$ cat config.mk
export PLATFORM = sky130hd
export DESIGN_NAME = conv_out_stage
export DESIGN_NICKNAME = d
export VERILOG_FILES = /design/src/rtl/conv_out_stage_pkg.sv /design/src/rtl/conv_out_stage_fifo.sv /design/src/rtl/conv_out_stage.sv
export SDC_FILE = /design/constraint.sdc
export NUM_CORES = 1
export LEC_CHECK = 0
export CORE_AREA = 2 2 116 162
export DETAILED_ROUTE_END_ITERATION = 8
export DIE_AREA = 0 0 118 164
export GPL_ROUTABILITY_DRIVEN = 0
export MAX_ROUTING_LAYER = met4
export PLACE_DENSITY = 0.65
export SYNTH_ARGS = -nofsm -noshare
export SYNTH_HDL_FRONTEND = slang
export SYNTH_SLANG_ARGS = --single-unit
$ cat constraint.sdc
create_clock -name clk -period 4.95 [get_ports clk]
set_input_delay 0.495 -clock clk [delete_from_list [all_inputs] [get_ports clk]]
set_output_delay 0.495 -clock clk [all_outputs]
set_load 0.05 [all_outputs]
$ cat src/rtl/conv_out_stage_pkg.sv
// Shared constants, the FIFO entry type and the output clamp for the conv output stage.
// Build option: define CONV_OUT_RELU_EN to clamp to 0..127 (ReLU) instead of -128..127.
package conv_pkg;

    localparam int ACC_W   = 21;
    localparam int BIAS_W  = 16;
    localparam int OUT_W   = 8;
    localparam int OUT_MAX = 127;
    localparam int OUT_MIN = -128;

    typedef struct packed {
        logic signed [OUT_W-1:0] data;
        logic                    last;
    } out_entry_t;

    // Reduce the shifted, rounded value to the output feature range.
    function automatic logic signed [OUT_W-1:0] clampOut(input logic signed [ACC_W+1:0] q);
        logic signed [OUT_W-1:0] res;
`ifdef CONV_OUT_RELU_EN
        if (q[ACC_W+1]) begin
            res = '0;
        end else if (q > (ACC_W+2)'(OUT_MAX)) begin
            res = OUT_W'(OUT_MAX);
        end else begin
            res = q[OUT_W-1:0];
        end
`else
        if (q < (ACC_W+2)'(OUT_MIN)) begin
            res = OUT_W'(OUT_MIN);
        end else if (q > (ACC_W+2)'(OUT_MAX)) begin
            res = OUT_W'(OUT_MAX);
        end else begin
            res = q[OUT_W-1:0];
        end
`endif
        return res;
    endfunction

endpackage

$ cat src/rtl/conv_out_stage_fifo.sv
// Synchronous FIFO with occupancy count. The head is read straight from the array,
// so there is no fall-through; the head reads as zero while the FIFO is empty.
module sync_fifo #(
    parameter int WIDTH = 9,
    parameter int DEPTH = 8
) (
    input  logic                     clk,
    input  logic                     rst_n,
    input  logic                     push_i,
    input  logic [WIDTH-1:0]         wrData_i,
    input  logic                     pop_i,
    output logic [WIDTH-1:0]         rdData_o,
    output logic                     full_o,
    output logic                     empty_o,
    output logic [$clog2(DEPTH):0]   count_o
);

    localparam int AW = $clog2(DEPTH);

    logic [WIDTH-1:0] mem_q [DEPTH];
    logic [AW-1:0]    wrPtr_q;
    logic [AW-1:0]    rdPtr_q;
    logic [AW:0]      count_q;
    logic             pushOk;
    logic             popOk;

    // Status flags and accept decisions; a push into a full FIFO only lands when a pop frees a slot.
    always_comb begin
        full_o   = (count_q == (AW+1)'(DEPTH));
        empty_o  = (count_q == '0);
        popOk    = pop_i && !empty_o;
        pushOk   = push_i && (!full_o || popOk);
        rdData_o = empty_o ? '0 : mem_q[rdPtr_q];
        count_o  = count_q;
    end

    // Storage array, written only on accepted pushes.
    always_ff @(posedge clk) begin
        if (pushOk) begin
            mem_q[wrPtr_q] <= wrData_i;
        end
    end

    // Pointers and occupancy; pointers wrap naturally since DEPTH is a power of two.
    always_ff @(posedge clk or negedge rst_n) begin
        if (!rst_n) begin
            wrPtr_q <= '0;
            rdPtr_q <= '0;
            count_q <= '0;
        end else begin
            if (pushOk) begin
                wrPtr_q <= wrPtr_q + 1'b1;
            end
            if (popOk) begin
                rdPtr_q <= rdPtr_q + 1'b1;
            end
            if (pushOk && !popOk) begin
                count_q <= count_q + 1'b1;
            end else if (popOk && !pushOk) begin
                count_q <= count_q - 1'b1;
            end
        end
    end

endmodule

$ cat src/rtl/conv_out_stage.sv
// Conv output stage: bias add, round-half-up right shift, clamp, then a small output FIFO
// with valid/ready and end-of-map marking. CONV_OUT_RELU_EN selects ReLU clamping.
import conv_pkg::*;

module conv_out_stage #(
    parameter int FIFO_DEPTH  = 8,
    parameter int OUT_PER_MAP = 36
) (
    input  logic                          clk,
    input  logic                          rst_n,
    input  logic                          acc_valid,
    input  logic [ACC_W-1:0]              acc,
    input  logic [BIAS_W-1:0]             bias,
    input  logic [3:0]                    shift,
    output logic                          out_valid,
    input  logic                          out_ready,
    output logic [OUT_W-1:0]              out_data,
    output logic                          out_last,
    output logic [$clog2(FIFO_DEPTH):0]   fifo_count,
    output logic                          overflow
);

    localparam int PIX_W = $clog2(OUT_PER_MAP);
    localparam int RW    = ACC_W + 2;

    logic signed [ACC_W:0]    s1Sum_q, s1Sum_d;
    logic                     s1Valid_q;
    logic signed [RW-1:0]     roundInc, rounded, shifted;
    logic signed [OUT_W-1:0]  s2Data_q, s2Data_d;
    logic                     s2Valid_q;
    logic [PIX_W-1:0]         pixCnt_q, pixCnt_d;
    logic                     overflow_q, overflow_d;
    logic                     isLast, popOk, pushOk;
    logic                     fifoFull, fifoEmpty;
    out_entry_t               pushEntry, headEntry;
    logic [$bits(out_entry_t)-1:0] headBits;

    // Datapath arithmetic: sign-extended bias add, then round half up, arithmetic shift and clamp.
    always_comb begin
        s1Sum_d  = $signed({acc[ACC_W-1], acc})
                 + $signed({{(ACC_W+1-BIAS_W){bias[BIAS_W-1]}}, bias});
        roundInc = '0;
        if (shift != 4'd0) begin
            roundInc = RW'(1) << (shift - 4'd1);
        end
        rounded  = $signed({s1Sum_q[ACC_W], s1Sum_q}) + roundInc;
        shifted  = rounded >>> shift;
        s2Data_d = clampOut(shifted);
    end

    // Two-stage pipeline that never stalls; the valid bits simply follow the input strobe.
    always_ff @(posedge clk or negedge rst_n) begin
        if (!rst_n) begin
            s1Sum_q   <= '0;
            s1Valid_q <= 1'b0;
            s2Data_q  <= '0;
            s2Valid_q <= 1'b0;
        end else begin
            s1Valid_q <= acc_valid;
            s2Valid_q <= s1Valid_q;
            if (acc_valid) begin
                s1Sum_q <= s1Sum_d;
            end
            if (s1Valid_q) begin
                s2Data_q <= s2Data_d;
            end
        end
    end

    // Push decision and map framing; last is taken from the counter at push time so dropped
    // results do not consume a pixel index and back-to-back pushes stay correctly numbered.
    always_comb begin
        popOk          = out_ready && !fifoEmpty;
        pushOk         = s2Valid_q && (!fifoFull || popOk);
        isLast         = (pixCnt_q == PIX_W'(OUT_PER_MAP - 1));
        pushEntry.data = s2Data_q;
        pushEntry.last = isLast;
        pixCnt_d       = pixCnt_q;
        if (pushOk) begin
            pixCnt_d = isLast ? '0 : pixCnt_q + 1'b1;
        end
        overflow_d     = overflow_q || (s2Valid_q && fifoFull && !popOk);
    end

    // Pixel counter and sticky overflow flag.
    always_ff @(posedge clk or negedge rst_n) begin
        if (!rst_n) begin
            pixCnt_q   <= '0;
            overflow_q <= 1'b0;
        end else begin
            pixCnt_q   <= pixCnt_d;
            overflow_q <= overflow_d;
        end
    end

    sync_fifo #(
        .WIDTH ($bits(out_entry_t)),
        .DEPTH (FIFO_DEPTH)
    ) uFifo (
        .clk      (clk),
        .rst_n    (rst_n),
        .push_i   (s2Valid_q),
        .wrData_i (pushEntry),
        .pop_i    (out_ready),
        .rdData_o (headBits),
        .full_o   (fifoFull),
        .empty_o  (fifoEmpty),
        .count_o  (fifo_count)
    );

    assign headEntry = headBits;
    assign out_valid = !fifoEmpty;
    assign out_data  = headEntry.data;
    assign out_last  = headEntry.last;
    assign overflow  = overflow_q;

endmodule

==> reports/metrics.csv <==
metric,value,unit
Syn Area/Cell,10.6,sq um
TritonRoute pass-1 iters,5,
Max Clock Skew,6.21,ps
combinational power share,0.426,
routed wire length,19.2,mm
Layout Nets,971,
Worst Tran Pin Value,963,ps
"EDFF count, synth",72,
Iteration-0 DRC Markers,403,
final setup vio count,0,
Internal Power,2.91,mW
Seq pwr share,0.331,
Final min period,4710,ps
Final ANT Viol Nets,0,
IO Pins,60,
worst skew pair latency,410,ps
final setup margin,240,ps
ant diodes,0,
largest family of logic cells by synthesized area,compound AO/OA/AOI/OAI gates,
first-pass GRT wire length,31.9,mm
Net Sw Frac,0.381,
cells after synthesis,777,
adder-cell share of the synthesized area,0.0723,
CTS tree,built,
XOR/XNOR share of the synthesized area,0.0369,
compound-cell area share of the yosys netlist,0.168,
"leading cell types in the layout, fill and taps excluded","edfxtp_1, nand2_1, nor2_1",
detailed placement HPWL,14.6,mm
status,"complete, no violations",
VDD IR max,269,uV
Longest Clk Path Bufs,2,
FF+latch area,3390,sq um
Chip Height,164,microns
die area,19400,sq um
"Max FO, Critical Path",7,
initial antenna violation count,0,
CP Launch Type,primary input,
Overflow after GRT,0,
"Cell Area, Synth",8270,sq um
clk sinks,121,
"Cell Chain, Critical Path","clkdlybuf4s50_1, buf_4, nand2_1, nor3_1, ha_1, a211o_1, o211ai_1, o211ai_2, a31oi_2, mux2_2, or3_1, mux4_2, mux2i_1, nand2_1, a211o_1, a32oi_1",
DP Worst Slack,-143,ps
Synth cell types,85,
power density cells,468,nW/um^2
Via density,5.82,
Critical Path RT,5280,ps
Starting Density,0.461,
largest net degree at the start of global routing,50,
kind of critical path,in2reg,
vias in the first global route,6602,
H-tree depth,4,
NetSw,1.79,mW
Max Cap Viol,0,
multi-input logic area,4660,sq um
Total GRT Usage,0.212,
"most common cell after layout, fill and taps aside",edfxtp_1,
Slew Limit Headroom,0.354,
Core Area,17900,sq um
Horiz. Die Dim,118,microns
"Max stage delay cell, worst path",mux4_2,
DRC errors left,0,
Post-Layout Cell Count,1133,
Routed wire per std cell,17.0,microns
post-synthesis mux area share,0.136,
sequential-to-total area share from yosys stat,0.410,
IO Port Bufs,59,
Num CTS Buffers,17,
final hold violation count,0,
clk slew on worst S/H paths,60,ps
area grow syn2layout,21.5,%
Fillers,1566,
Post-synth ARST share,0.405,
clock power share,0.244,
Crit. End Element,flip-flop,
Rows,58,
Lkg Pwr,3.96,nW
share of cells above drive strength 1,0.189,
Ys Warns,0,
detailed-route via count,6591,
fmax,212,MHz
Inst Count DP,1100,
max incr delay on CP,490,ps
Hold Crit Class,in2async,
final worst path period share,0.951,
Synth Net Count,868,
Synth Area in Simple Gates,0.145,
CTS root buffer,clkbuf_16,
post-synthesis register bit count,121,
final slew viol count,0,
critical path arrival,5040,ps
Synth Flop Type,edfxtp_1,
[flip-flops by register name, indices dropped and copies added (netlist names)]
signal,cells
uFifo.wrPtr_q,3
s2Valid_q,1
s1Sum_q,22
uFifo.count_o,4
overflow,1
pixCnt_q,6
uFifo.mem_q,72
s2Data_q,8
uFifo.rdPtr_q,3
s1Valid_q,1
[stage by stage]
stage | power (mW) | setup TNS, ps | util | area (sq um) | hold slack, ps
CTS | 4.73 | 0 | 0.559 | 10000 | 207
floorplan | 2.94 | 0 | - | 8270 | 199
global placement | 3.51 | -362 | 0.528 | 9470 | 452
finish | 4.70 | 0 | 0.561 | 10000 | 181
global route | 4.98 | -1.40 | 0.561 | 10000 | 245
detailed placement | 3.58 | -889 | 0.528 | 9470 | 471
[per-layer routing]
metal / GRT usage / share of wire / wire [microns] / vias to the layer above
li1: - / - / - / 3190
met1: 0.218 / 0.38 / 7370 / 3189
met2: 0.400 / 0.55 / 10500 / 170
met3: 0.0399 / 0.035 / 671 / 42
met4: 0.0821 / 0.033 / 642 / 0
met5: - / 0 / 0 / -
[power by group through the flow]
stage               Sequential (mW)  Combinational (mW)  Clock [mW]
finish                         1.56                2.00        1.15
global route                   1.59                2.17        1.22
CTS                            1.56                2.01        1.17
detailed placement             1.58                2.00           0
global placement               1.56                1.95           0
floorplan                      1.52                1.43           0
[kinds of logic (layout without fill, tap and decap cells)]
logic type,Yosys count,count (layout)
flops,121,121
other cells,1,1
fa+ha+maj,46,46
simple gates,243,243
xor+xnor,34,34
mux,78,78
compound gates,190,190
buf+inv,64,180
[critical path: cells and delay by family]
kind	cells	cell delay, ps
fa+ha+maj	1	320
buf+inv	2	630
mux	3	1070
compound gates	6	1570
simple gates	4	940
[final cells by class]
cell class | instances | area share
sequential | 121 | 0.337
clock buffer | 18 | 0.0427
inverter | 29 | 0.0108
multi-input combinational | 592 | 0.464
tap | 240 | 0.0299
clock inverter | 14 | 0.0125
timing repair buffer | 119 | 0.103
[timing repair]
item / 4_1_cts / 5_1_grt
resized for setup: 0 / 3
setup buffers: 0 / 1
hold buffers: 0 / 0
setup endpoints to repair: 0 / 7
[synthesized netlist by cell type, types with 4 or more instances]
cell type / instances / area [sq um]
edfxtp_1: 72 / 2160
nor2b_1: 6 / 37.5
o21bai_1: 5 / 37.5
nand3_1: 13 / 65.1
o21a_1: 9 / 67.6
clkbuf_1: 22 / 82.6
xnor2_1: 23 / 201
ha_1: 43 / 538
nand2b_1: 10 / 62.6
nor3_1: 19 / 95.1
o21ai_0: 30 / 150
xor2_1: 10 / 87.6
o211ai_1: 10 / 75.1
nor4_1: 4 / 25.0
a31oi_1: 5 / 31.3
mux4_2: 25 / 563
dfrtp_1: 49 / 1230
nand2_1: 69 / 259
mux2i_1: 28 / 280
mux2_2: 24 / 270
a21o_1: 10 / 75.1
a211oi_1: 12 / 90.1
buf_1: 8 / 30.0
inv_1: 26 / 97.6
and3_1: 7 / 43.8
a21oi_1: 45 / 225
nor2_1: 64 / 240
nand4_1: 9 / 56.3
and2_1: 8 / 50.1
a32oi_1: 7 / 61.3
nand3b_1: 6 / 45.0
or3_1: 8 / 50.1
a211o_1: 7 / 61.3
[final timing paths]
check | from | endpoint | slack (ps) | depth (start not counted)
max | shift[1] | s2Data_q[6] | 240 | 16
min | rst_n | uFifo.count_o[3] | 180 | 2
max reg2reg | s1Sum_q[0] | s2Data_q[4] | 860 | 13
min reg2reg | overflow | overflow | 480 | 1
max in group asynchronous | rst_n | s1Sum_q[14] | 4340 | 2
min in group clk | overflow | overflow | 480 | 1
No activity file was read; power rests on OpenSTA's default activity.
